===== src/rtl/dft_pkg.sv =====
// Shared constants, widths and state encoding for the 16-point bin-1 DFT accumulator.
package dft_pkg;

   localparam int LOG2N      = 4;
   localparam int N          = 1 << LOG2N;
   localparam int DATA_W_DEF = 16;
   localparam int TW_W_DEF   = 16;
   localparam int ACC_W_DEF  = 36;

   localparam logic [15:0] TW_ONE = 16'h7FFF;

   localparam logic [1:0] QUAD_0 = 2'd0;
   localparam logic [1:0] QUAD_1 = 2'd1;
   localparam logic [1:0] QUAD_2 = 2'd2;
   localparam logic [1:0] QUAD_3 = 2'd3;

   typedef enum logic [1:0] {IDLE, ACCUM, DRAIN, OUT} state_t;

endpackage


===== src/rtl/dft_bin_accum_if.sv =====
// Sample-in / bin-out streaming handshakes of dft_bin_accum; m_mag exists only with DFT_BIN_MAG_EN.
interface dft_bin_accum_if
   import dft_pkg::*;
#(
   parameter int DATA_W = DATA_W_DEF,
   parameter int ACC_W  = ACC_W_DEF
);
   logic signed [DATA_W-1:0] s_data;
   logic                     s_valid;
   logic                     s_ready;
   logic signed [ACC_W-1:0]  m_re;
   logic signed [ACC_W-1:0]  m_im;
   logic                     m_valid;
   logic                     m_ready;
`ifdef DFT_BIN_MAG_EN
   logic [ACC_W-1:0]         m_mag;

   modport master (output s_data, s_valid, m_ready,
                   input  s_ready, m_re, m_im, m_valid, m_mag);
   modport slave  (input  s_data, s_valid, m_ready,
                   output s_ready, m_re, m_im, m_valid, m_mag);
`else
   modport master (output s_data, s_valid, m_ready,
                   input  s_ready, m_re, m_im, m_valid);
   modport slave  (input  s_data, s_valid, m_ready,
                   output s_ready, m_re, m_im, m_valid);
`endif
endinterface


===== src/rtl/dft_twiddle_rotate.sv =====
// Expands the first-quadrant twiddle (c,s) to any of the four quadrants; one register stage.
module dft_twiddle_rotate
   import dft_pkg::*;
#(
   parameter int TW_W = TW_W_DEF
)(
   input  logic                   clk,
   input  logic [1:0]             q,
   input  logic [1:0]             m,
   input  logic signed [TW_W-1:0] tw_re,
   input  logic signed [TW_W-1:0] tw_im,
   output logic signed [TW_W-1:0] cos_p1,
   output logic signed [TW_W-1:0] sin_p1
);

   localparam logic signed [TW_W-1:0] ONE = {1'b0, {(TW_W-1){1'b1}}};

   logic signed [TW_W-1:0] c;
   logic signed [TW_W-1:0] s;
   logic signed [TW_W-1:0] cos_n;
   logic signed [TW_W-1:0] sin_n;

   // m==0 is the quadrant axis itself, which the ROM does not store.
   always_comb begin
      c     = (m == 2'd0) ? ONE : tw_re;
      s     = (m == 2'd0) ? '0  : tw_im;
      cos_n = c;
      sin_n = s;
      case (q)
         QUAD_1: begin cos_n = -s; sin_n =  c; end
         QUAD_2: begin cos_n = -c; sin_n = -s; end
         QUAD_3: begin cos_n =  s; sin_n = -c; end
         default: ;
      endcase
   end

   // Stage 1
   always_ff @(posedge clk) begin
      cos_p1 <= cos_n;
      sin_p1 <= sin_n;
   end

endmodule


===== src/rtl/dft_bin_accum.sv =====
// 16-sample bin-1 DFT accumulator fed by a 3-entry twiddle ROM.
// Optional DFT_BIN_MAG_EN adds an alpha-max-beta-min magnitude output one cycle later.
module dft_bin_accum
   import dft_pkg::*;
#(
   parameter int DATA_W = DATA_W_DEF,
   parameter int TW_W   = TW_W_DEF,
   parameter int ACC_W  = ACC_W_DEF,
   parameter int LOG2N  = 4
)(
   input  logic                   clk,
   input  logic                   rst,
   input  logic                   clr,
   dft_bin_accum_if.slave         bus,
   output logic [1:0]             tw_raddr,
   output logic                   tw_rd,
   input  logic signed [TW_W-1:0] tw_re,
   input  logic signed [TW_W-1:0] tw_im
);

   localparam int PROD_W = DATA_W + TW_W;
`ifdef DFT_BIN_MAG_EN
   localparam logic [1:0] DRAIN_LAST = 2'd2;
`else
   localparam logic [1:0] DRAIN_LAST = 2'd1;
`endif

   function automatic logic signed [ACC_W-1:0] sext_prod(input logic signed [PROD_W-1:0] p);
      return {{(ACC_W-PROD_W){p[PROD_W-1]}}, p};
   endfunction

   state_t                   state;
   logic [LOG2N-1:0]         n_cnt;
   logic [1:0]               drain_cnt;
   logic                     s_ready_r;
   logic                     m_valid_r;
   logic                     accept;
   logic                     vld_p0;
   logic                     vld_p1;
   logic signed [DATA_W-1:0] x_p0;
   logic signed [DATA_W-1:0] x_p1;
   logic [1:0]               q_p0;
   logic [1:0]               m_p0;
   logic signed [TW_W-1:0]   cos_p1;
   logic signed [TW_W-1:0]   sin_p1;
   logic signed [PROD_W-1:0] prod_re;
   logic signed [PROD_W-1:0] prod_im;
   logic signed [ACC_W-1:0]  acc_re;
   logic signed [ACC_W-1:0]  acc_im;

   assign accept   = bus.s_valid & s_ready_r;
   assign tw_rd    = accept & (n_cnt[1:0] != 2'd0);
   assign tw_raddr = tw_rd ? (n_cnt[1:0] - 2'd1) : 2'd0;

   // Stage 0
   always_ff @(posedge clk) begin
      if (accept) begin
         x_p0 <= bus.s_data;
         q_p0 <= n_cnt[LOG2N-1 -: 2];
         m_p0 <= n_cnt[1:0];
      end
   end

   // Stage 1
   dft_twiddle_rotate #(.TW_W(TW_W)) u_rot (
      .clk    (clk),
      .q      (q_p0),
      .m      (m_p0),
      .tw_re  (tw_re),
      .tw_im  (tw_im),
      .cos_p1 (cos_p1),
      .sin_p1 (sin_p1)
   );

   always_ff @(posedge clk) begin
      x_p1 <= x_p0;
   end

   // Stage 2
   assign prod_re = x_p1 * cos_p1;
   assign prod_im = x_p1 * sin_p1;

   always_ff @(posedge clk or negedge rst) begin
      if (!rst) begin
         state     <= IDLE;
         n_cnt     <= '0;
         drain_cnt <= '0;
         s_ready_r <= 1'b0;
         m_valid_r <= 1'b0;
         vld_p0    <= 1'b0;
         vld_p1    <= 1'b0;
         acc_re    <= '0;
         acc_im    <= '0;
      end else if (clr) begin
         state     <= IDLE;
         s_ready_r <= 1'b0;
         m_valid_r <= 1'b0;
         vld_p0    <= 1'b0;
         vld_p1    <= 1'b0;
      end else begin
         vld_p0 <= accept;
         vld_p1 <= vld_p0;
         if (state == IDLE) begin
            acc_re <= '0;
            acc_im <= '0;
         end else if (vld_p1) begin
            acc_re <= acc_re + sext_prod(prod_re);
            acc_im <= acc_im - sext_prod(prod_im);
         end
         case (state)
            IDLE: begin
               state     <= ACCUM;
               n_cnt     <= '0;
               s_ready_r <= 1'b1;
            end
            ACCUM: begin
               if (accept) begin
                  n_cnt <= n_cnt + 1'b1;
                  if (&n_cnt) begin
                     state     <= DRAIN;
                     s_ready_r <= 1'b0;
                     drain_cnt <= '0;
                  end
               end
            end
            DRAIN: begin
               drain_cnt <= drain_cnt + 2'd1;
               if (drain_cnt == DRAIN_LAST) begin
                  state     <= OUT;
                  m_valid_r <= 1'b1;
               end
            end
            OUT: begin
               if (bus.m_ready) begin
                  state     <= IDLE;
                  m_valid_r <= 1'b0;
               end
            end
            default: state <= IDLE;
         endcase
      end
   end

`ifdef DFT_BIN_MAG_EN
   function automatic logic [ACC_W-1:0] abs_acc(input logic signed [ACC_W-1:0] v);
      return v[ACC_W-1] ? -v : v;
   endfunction

   function automatic logic [ACC_W-1:0] mag_est(input logic signed [ACC_W-1:0] re,
                                                input logic signed [ACC_W-1:0] im);
      logic [ACC_W-1:0] a;
      logic [ACC_W-1:0] b;
      a = abs_acc(re);
      b = abs_acc(im);
      return (a > b) ? (a + (b >> 1)) : (b + (a >> 1));
   endfunction

   // Magnitude stage: accumulators settle one cycle before this register.
   always_ff @(posedge clk or negedge rst) begin
      if (!rst) begin
         bus.m_mag <= '0;
      end else begin
         bus.m_mag <= mag_est(acc_re, acc_im);
      end
   end
`endif

   assign bus.s_ready = s_ready_r;
   assign bus.m_valid = m_valid_r;
   assign bus.m_re    = acc_re;
   assign bus.m_im    = acc_im;

endmodule


===== src/flat_wrapper.sv =====
// flat-port wrapper written by rule: the top's interface ports become plain ports
module dft_bin_accum_flat import dft_pkg::*;
#(
   parameter int DATA_W = DATA_W_DEF,
   parameter int TW_W   = TW_W_DEF,
   parameter int ACC_W  = ACC_W_DEF,
   parameter int LOG2N  = 4
)
  (clk, rst, clr, tw_raddr, tw_rd, tw_re, tw_im, bus_s_data, bus_s_valid, bus_m_ready, bus_s_ready, bus_m_re, bus_m_im, bus_m_valid);
  dft_bin_accum_if #(.DATA_W(DATA_W), .ACC_W(ACC_W)) bus_i ();
  input  logic clk;
  input  logic rst;
  input  logic clr;
  output logic [1:0] tw_raddr;
  output logic tw_rd;
  input  logic signed [TW_W-1:0] tw_re;
  input  logic signed [TW_W-1:0] tw_im;
  input wire logic [$bits(bus_i.s_data)-1:0] bus_s_data;
  input wire logic [$bits(bus_i.s_valid)-1:0] bus_s_valid;
  input wire logic [$bits(bus_i.m_ready)-1:0] bus_m_ready;
  output wire logic [$bits(bus_i.s_ready)-1:0] bus_s_ready;
  output wire logic [$bits(bus_i.m_re)-1:0] bus_m_re;
  output wire logic [$bits(bus_i.m_im)-1:0] bus_m_im;
  output wire logic [$bits(bus_i.m_valid)-1:0] bus_m_valid;
  assign bus_i.s_data = bus_s_data;
  assign bus_i.s_valid = bus_s_valid;
  assign bus_i.m_ready = bus_m_ready;
  assign bus_s_ready = bus_i.s_ready;
  assign bus_m_re = bus_i.m_re;
  assign bus_m_im = bus_i.m_im;
  assign bus_m_valid = bus_i.m_valid;
  dft_bin_accum #(.DATA_W(DATA_W), .TW_W(TW_W), .ACC_W(ACC_W), .LOG2N(LOG2N)) u_core (.clk(clk), .rst(rst), .clr(clr), .bus(bus_i), .tw_raddr(tw_raddr), .tw_rd(tw_rd), .tw_re(tw_re), .tw_im(tw_im));
endmodule

===== config.mk =====
export PLATFORM = sky130hd
export DESIGN_NAME = dft_bin_accum_flat
export DESIGN_NICKNAME = d
export VERILOG_FILES = /design/src/rtl/dft_pkg.sv /design/src/rtl/dft_bin_accum_if.sv /design/src/rtl/dft_twiddle_rotate.sv /design/src/rtl/dft_bin_accum.sv /design/src/flat_wrapper.sv
export SDC_FILE = /design/constraint.sdc
export NUM_CORES = 2
export LEC_CHECK = 0
export BUFFER_PORTS_ARGS = -buffer_cell sky130_fd_sc_hd__buf_4
export CAP_MARGIN = 20
export CORE_ASPECT_RATIO = 1.5
export CORE_MARGIN = 2
export CORE_UTILIZATION = 50
export CTS_CLUSTER_DIAMETER = 100
export DETAILED_ROUTE_END_ITERATION = 7
export PLACE_DENSITY = 0.69
export SYNTH_ARGS = -nofsm -noshare
export SYNTH_HDL_FRONTEND = slang
export SYNTH_SLANG_ARGS = --single-unit

===== constraint.sdc =====
create_clock -name clk -period 6.6 [get_ports clk]
set_input_delay 0.99 -clock clk [delete_from_list [all_inputs] [get_ports clk]]
set_output_delay 0.99 -clock clk [all_outputs]
set_load 0.005 [all_outputs]

# Yosys cells after proc, flatten, opt, wreduce, memory -nomap -nowiden
# Cells that the tools add are included.
totals:
  regBits: 152
  in_bits: 53
  output_inout_bits: 77
  elab_cells: 85
op_classes:
  addsub: 7
  multipliers: 2
  eq_ne: 13
  muxes: 30
  bitwise: 3
  n_reduce_logical: 15
ops:
  columns: ["operator", "n"]
  rows:
  - ["$mux 36", 4]
  - ["$pmux 16 s3", 2]
  - ["$mul 16x16->32", 2]
  - ["$add 36x32->36", 1]
  - ["$sub 36x32->36", 1]
  - ["$mux 16", 2]
  - ["$neg 16->16", 2]
  - ["$mux 2", 8]
  - ["$reduce_and 4->1", 3]
  - ["$ne 3x2->1 const B", 3]
  - ["$reduce_and 3->1", 3]
  - ["$eq 2x2->1 const B", 4]
  - ["$mux 1", 8]
  - ["$pmux 2 s4", 1]
  - ["$pmux 4 s2", 1]
  - ["$reduce_bool 2->1", 4]
  - ["$eq 2x1->1 const B", 3]
  - ["$reduce_bool 3->1", 2]
  - ["$add 4x1->4 const B", 1]
  - ["$logic_not 2->1", 2]
  - ["$mux 4", 1]
  - ["$ne 2x1->1 const B", 2]
  - ["$pmux 1 s2", 2]
  - ["$pmux 2 s2", 1]
  - ["6 further kinds", 7]

# Longest topological paths before layout
depth:
  ltp_word: 5
  mapped_depth: 26

# By module
# Synthesis repeated with hierarchy kept, for this count alone.
unflattened:
  hier_cells: 3380
  area_unflattened_um2: 30893.4
modules_own_cells:
  columns: ["module", "instances", "cells_each", "area_each_um2"]
  rows:
  - ["dft_bin_accum", 1, 3040, 28338.4]
  - ["dft_twiddle_rotate", 1, 340, 2555.0]

# Worst setup path after synthesis
# Ideal clock, no wire load.
synth_timing:
  kind: "flip-flop to flip-flop"
  start: "register u_core.x_p1[15]"
  end: "register u_core.acc_im[35] (netlist: u_core.bus.m_im[35])"
  setup_time_ps: 69
  arrival_time_ps: 6536
  path_slack_ps: -6
  stages_incl_launch_ff: 22
  n_path_buf: 2
  synth_period_minus_slack_ps: 6606
  path_cell_list: "dfxtp_1 clkbuf_1 clkbuf_1 nand2_1 inv_1 fa_1 fa_1 inv_1 fa_1 fa_1 inv_1 fa_1 inv_1 ha_1 nand2_1 o21ai_0 a21oi_1 o31a_1 a2111oi_0 o21ai_0 or3_1 nand3_1"
synth_between:
  elab_chain_len: 4
synth_lines:
  columns: ["element", "line", "source"]
  rows:
  - ["start: declaration", "dft_bin_accum.sv:41", "logic signed [DATA_W-1:0] x_p1;"]
  - ["start signal: assignment", "dft_bin_accum.sv:76", "x_p1 <= x_p0;"]
  - ["$mul 16x16->32", "dft_bin_accum.sv:81", "assign prod_im = x_p1 * sin_p1;"]
  - ["$sub 36x32->36", "dft_bin_accum.sv:108", "acc_im <= acc_im - sext_prod(prod_im);"]
  - ["$mux 36", "dft_bin_accum.sv:106", "end else if (vld_p1) begin"]
  - ["$mux 36", "dft_bin_accum.sv:103", "if (state == IDLE) begin"]
  - ["end signal: assignment", "dft_bin_accum.sv:108", null]
  - ["end: declaration", "dft_bin_accum.sv:49", "logic signed [ACC_W-1:0] acc_im;"]
# Every way passes these cells. The select of a mux whose other input is x is not followed.
# A chain may end at the register's enable or synchronous reset.

# Worst setup path in the final report
layout_timing:
  start: "register u_core.x_p1[9]"
  end: "register u_core.acc_re[34] (netlist: u_core.bus.m_re[34])"
layout_between:
  elab_chain_len: 4
layout_lines:
  columns: ["element", "line", "source"]
  rows:
  - ["$mul 16x16->32", "dft_bin_accum.sv:80", "assign prod_re = x_p1 * cos_p1;"]
  - ["$add 36x32->36", "dft_bin_accum.sv:107", "acc_re <= acc_re + sext_prod(prod_re);"]
  - ["$mux 36", "dft_bin_accum.sv:106", null]
  - ["$mux 36", "dft_bin_accum.sv:103", null]
  - ["end signal: assignment", "dft_bin_accum.sv:107", null]
  - ["end: declaration", "dft_bin_accum.sv:48", "logic signed [ACC_W-1:0] acc_re;"]
# Every way passes these cells. The select of a mux whose other input is x is not followed.

==> qor.yml <==
routing:
  drtIter0Drc: 971
  routed_wl_um: 78000
  drc: 0
  wl_per_cell_um: 18.2
  viasPerCell: 5.25
  drtPass1Iterations: 5
  vias: 22500
  ant_nets: 0
clocking:
  postCtsHoldBufs: 0
  cts_buffers: 17
  clk_pin_slew_ns: 0.08
  clock-sinks: 152
  htreeDepth: 4
  cts-root-buf: "clkbuf_16"
  cts_max_path_buffers: 2
  tritoncts: "done"
  clk_latency_ns: 0.52
global_route:
  grt_pass1_wl_um: 128000
  grt_pass1_vias: 24600
  grt.total_usage: 0.267
  overflow: 0
  grt_max_degree: 72
  antenna_found_initial: 1
worst_setup_path:
  r2r-end: "u_core.bus.m_re[34]"
  crit_type: "reg -> reg"
  worstPathArrival_ns: 6.79
  required_ns: 7.01
  worst-path-max-fanout: 20
  ff2ff_path_depth: 21
  cp-end-kind: "flop"
  startpoint: "u_core.x_p1[9]"
  r2r_start: "u_core.x_p1[9]"
  critPathLaunchType: "flop"
  reg2reg_slack_ns: 0.22
min_path:
  hold-path-cell-count: 0
  hp-start: "u_core.x_p0[14]"
  worstHoldPathType: "reg -> reg"
  holdPathEnd: "u_core.x_p1[14]"
floorplanning:
  dieHeight_um: 305
  num_rows: 110
  die_area_mm2: 0.0625
  core_mm2: 0.0600
  start_util: 0.504
  die_w_um: 205
  io_pins: 130
synthesis:
  yosysUniqueCellTypes: 66
  yosys-mux-area-fraction: 0.00413
  async_flop_share: 0.553
  netlist.area_leader.share: 0.421
  ys_warn_count: 0
  synth_compound_area_frac: 0.0823
  synth_xor_area_frac: 0.0240
  syn_area_per_cell_um2: 9.06
  synth_area_mm2: 0.0303
  synth_simple_gate_area_share: 0.136
  synth_top_family_by_area: "adder cells"
  syn_inst: 3339
  syn-num-nets: 4245
  synth_edf_count: 20
  synthTopCellsByArea: "fa_1 42%, inv_1 11%, ha_1 8.9%, dfrtp_1 6.9%, and2_1 5.1%"
  synth_top_area_cell: "fa_1"
  ys_ff_latch: 152
  synthAdderAreaFrac: 0.511
  synthFlopType: "dfrtp_1"
  synth.yosys.seq_area_share: 0.121
cells_and_area:
  num-fill-cells: 5455
  postLayoutCellArea_mm2: 0.0336
  nets: 4394
  drive_above_1_share: 0.0997
  area_growth_pct: 11.1
timing:
  worstMarginPinSlew_ns: 0.995
  rsz0062_at_grt: "true"
  max_slew_margin: 0.336
  skew_ns: 0.0159
  min_period_ns: 6.38
  finalCritPeriodShare: 0.967
  max_freq_ghz: 0.157
  maxSlewViolCount: 0
  hold_viol_final: 0
  holdWs_ns: 0.342
  setup_viol: 0
placed_design:
  port_buffers: 129
  placed_cell_area_mm2: 0.0328
  place_hpwl_um: 65000
  gp_congestion: 0.952
outcome:
  status: "complete, no violations"
job:
  maxCapViolations: 0
-- metrics by stage --
stage                      util  setup slack, ns  cells  TNS (ns)
after floorplan               -            0.187   3339         0
after global placement    0.546          -0.0732   4249    -0.174
after detailed placement  0.546           -0.157   4249    -0.706
after CTS                 0.557          0.00782   4281         0
after global routing      0.560          -0.0996   4285    -0.205
final                     0.560            0.216   4286         0
-- cells in the mapped netlist (all sizes together) (15+ instances only) --
cell    instances
a21o           22
a21oi         127
and2          248
and3           15
clkbuf        125
dfrtp          84
dfxtp          48
edfxtp         20
fa            637
ha            216
inv           848
nand2         380
nand3          22
nor2           77
nor2b          26
nor3           33
o21ai         140
o21bai         19
xnor2          55
xor2           28
-- sequential cells by signal (all words and copies together) (netlist names), 2 cells and up --
register,cells
u_core.bus.m_im,36
u_core.bus.m_re,36
u_core.drain_cnt,2
u_core.m_p0,2
u_core.n_cnt,4
u_core.q_p0,2
u_core.state,2
u_core.u_rot.cos_p1,16
u_core.u_rot.sin_p1,16
u_core.x_p0,16
u_core.x_p1,16
-- worst max path at each step --
stage                                to  cells after the start
finish              u_core.bus.m_re[34]                     21
global route        u_core.bus.m_im[27]                     24
detailed placement  u_core.bus.m_re[33]                     23
global placement    u_core.bus.m_im[35]                     21
floorplan           u_core.bus.m_re[35]                     21
CTS                 u_core.bus.m_im[35]                     22
-- timing repair --
item	in CTS	in global routing
buffers inserted	0	2
gates cloned	0	2
gates resized for setup	6	53
pin swaps	0	9
setup endpoints to repair	8	20
-- metal layers --
metal | GRT usage | part of all wire | vias up | wire, µm
met2 | 0.493 | 0.55 | 480 | 42600
met5 | 0 | 0 | - | 0
li1 | - | - | 10300 | -
met4 | 0.120 | 0.048 | 0 | 3750
met1 | 0.302 | 0.37 | 11500 | 29000
met3 | 0.0365 | 0.034 | 167 | 2680
-- final cells by class --
| cell class | count | area [µm²] | area share |
|---|---|---|---|
| Timing Repair Buffer | 259 | 2100 | 0.0626 |
| Multi-Input combinational cell | 2209 | 23000 | 0.685 |
| Inverter | 849 | 3190 | 0.0949 |
| Clock inverter | 15 | 194 | 0.00577 |
| Sequential cell | 152 | 3700 | 0.110 |
| Clock buffer | 17 | 425 | 0.0127 |
| Tap cell | 784 | 981 | 0.0292 |
| Antenna cell | 1 | 2.50 | 0.0000744 |
-- cell families (layout without fill, tap and decap cells) --
group,Yosys count,in the layout
AO/OA/AOI/OAI,410,410
XOR/XNOR,83,83
adder cells (fa/ha/maj),853,853
buffers and inverters,978,1140
flip-flops,152,152
multiplexers,12,12
other,0,1
AND/OR/NAND/NOR,851,851
-- cell usage in the layout (no fill, tap or decap), drive strengths merged, types with 6 or more instances in the layout --
master,netlist,layout
a211oi,11,11
a21o,22,22
a21oi,127,127
a22o,7,7
a31oi,8,8
and2,248,248
and3,15,15
buf,4,257
clkbuf,125,19
clkinv,1,7
dfrtp,84,84
dfxtp,48,48
edfxtp,20,20
fa,637,637
ha,216,216
inv,848,856
mux2i,8,8
nand2,380,380
nand2b,10,10
nand3,22,22
nand4,7,7
nor2,77,77
nor2b,26,26
nor3,33,33
nor3b,7,7
nor4,6,6
o211ai,9,9
o21ai,140,140
o21bai,19,19
o31ai,12,12
or2,6,6
or3,11,11
xnor2,55,55
xor2,28,28
-- critical path: stages (launching register included) --
cell      delay (ns)
dfxtp_2         0.37
buf_6           0.18
and2_1          0.17
fa_1            0.53
inv_1           0.05
fa_1            0.48
fa_1            0.51
inv_1           0.06
fa_1            0.50
fa_1            0.50
inv_1           0.05
fa_1            0.47
inv_1           0.04
ha_1            0.33
a21oi_1         0.15
o32ai_1         0.10
a211oi_2        0.35
o21ai_2         0.18
a311o_1         0.35
a221o_1         0.44
a21o_1          0.20
a211o_1         0.25
Power is not shown: default switching activity piles up to over one toggle a cycle in this logic, so the estimate is an artifact.
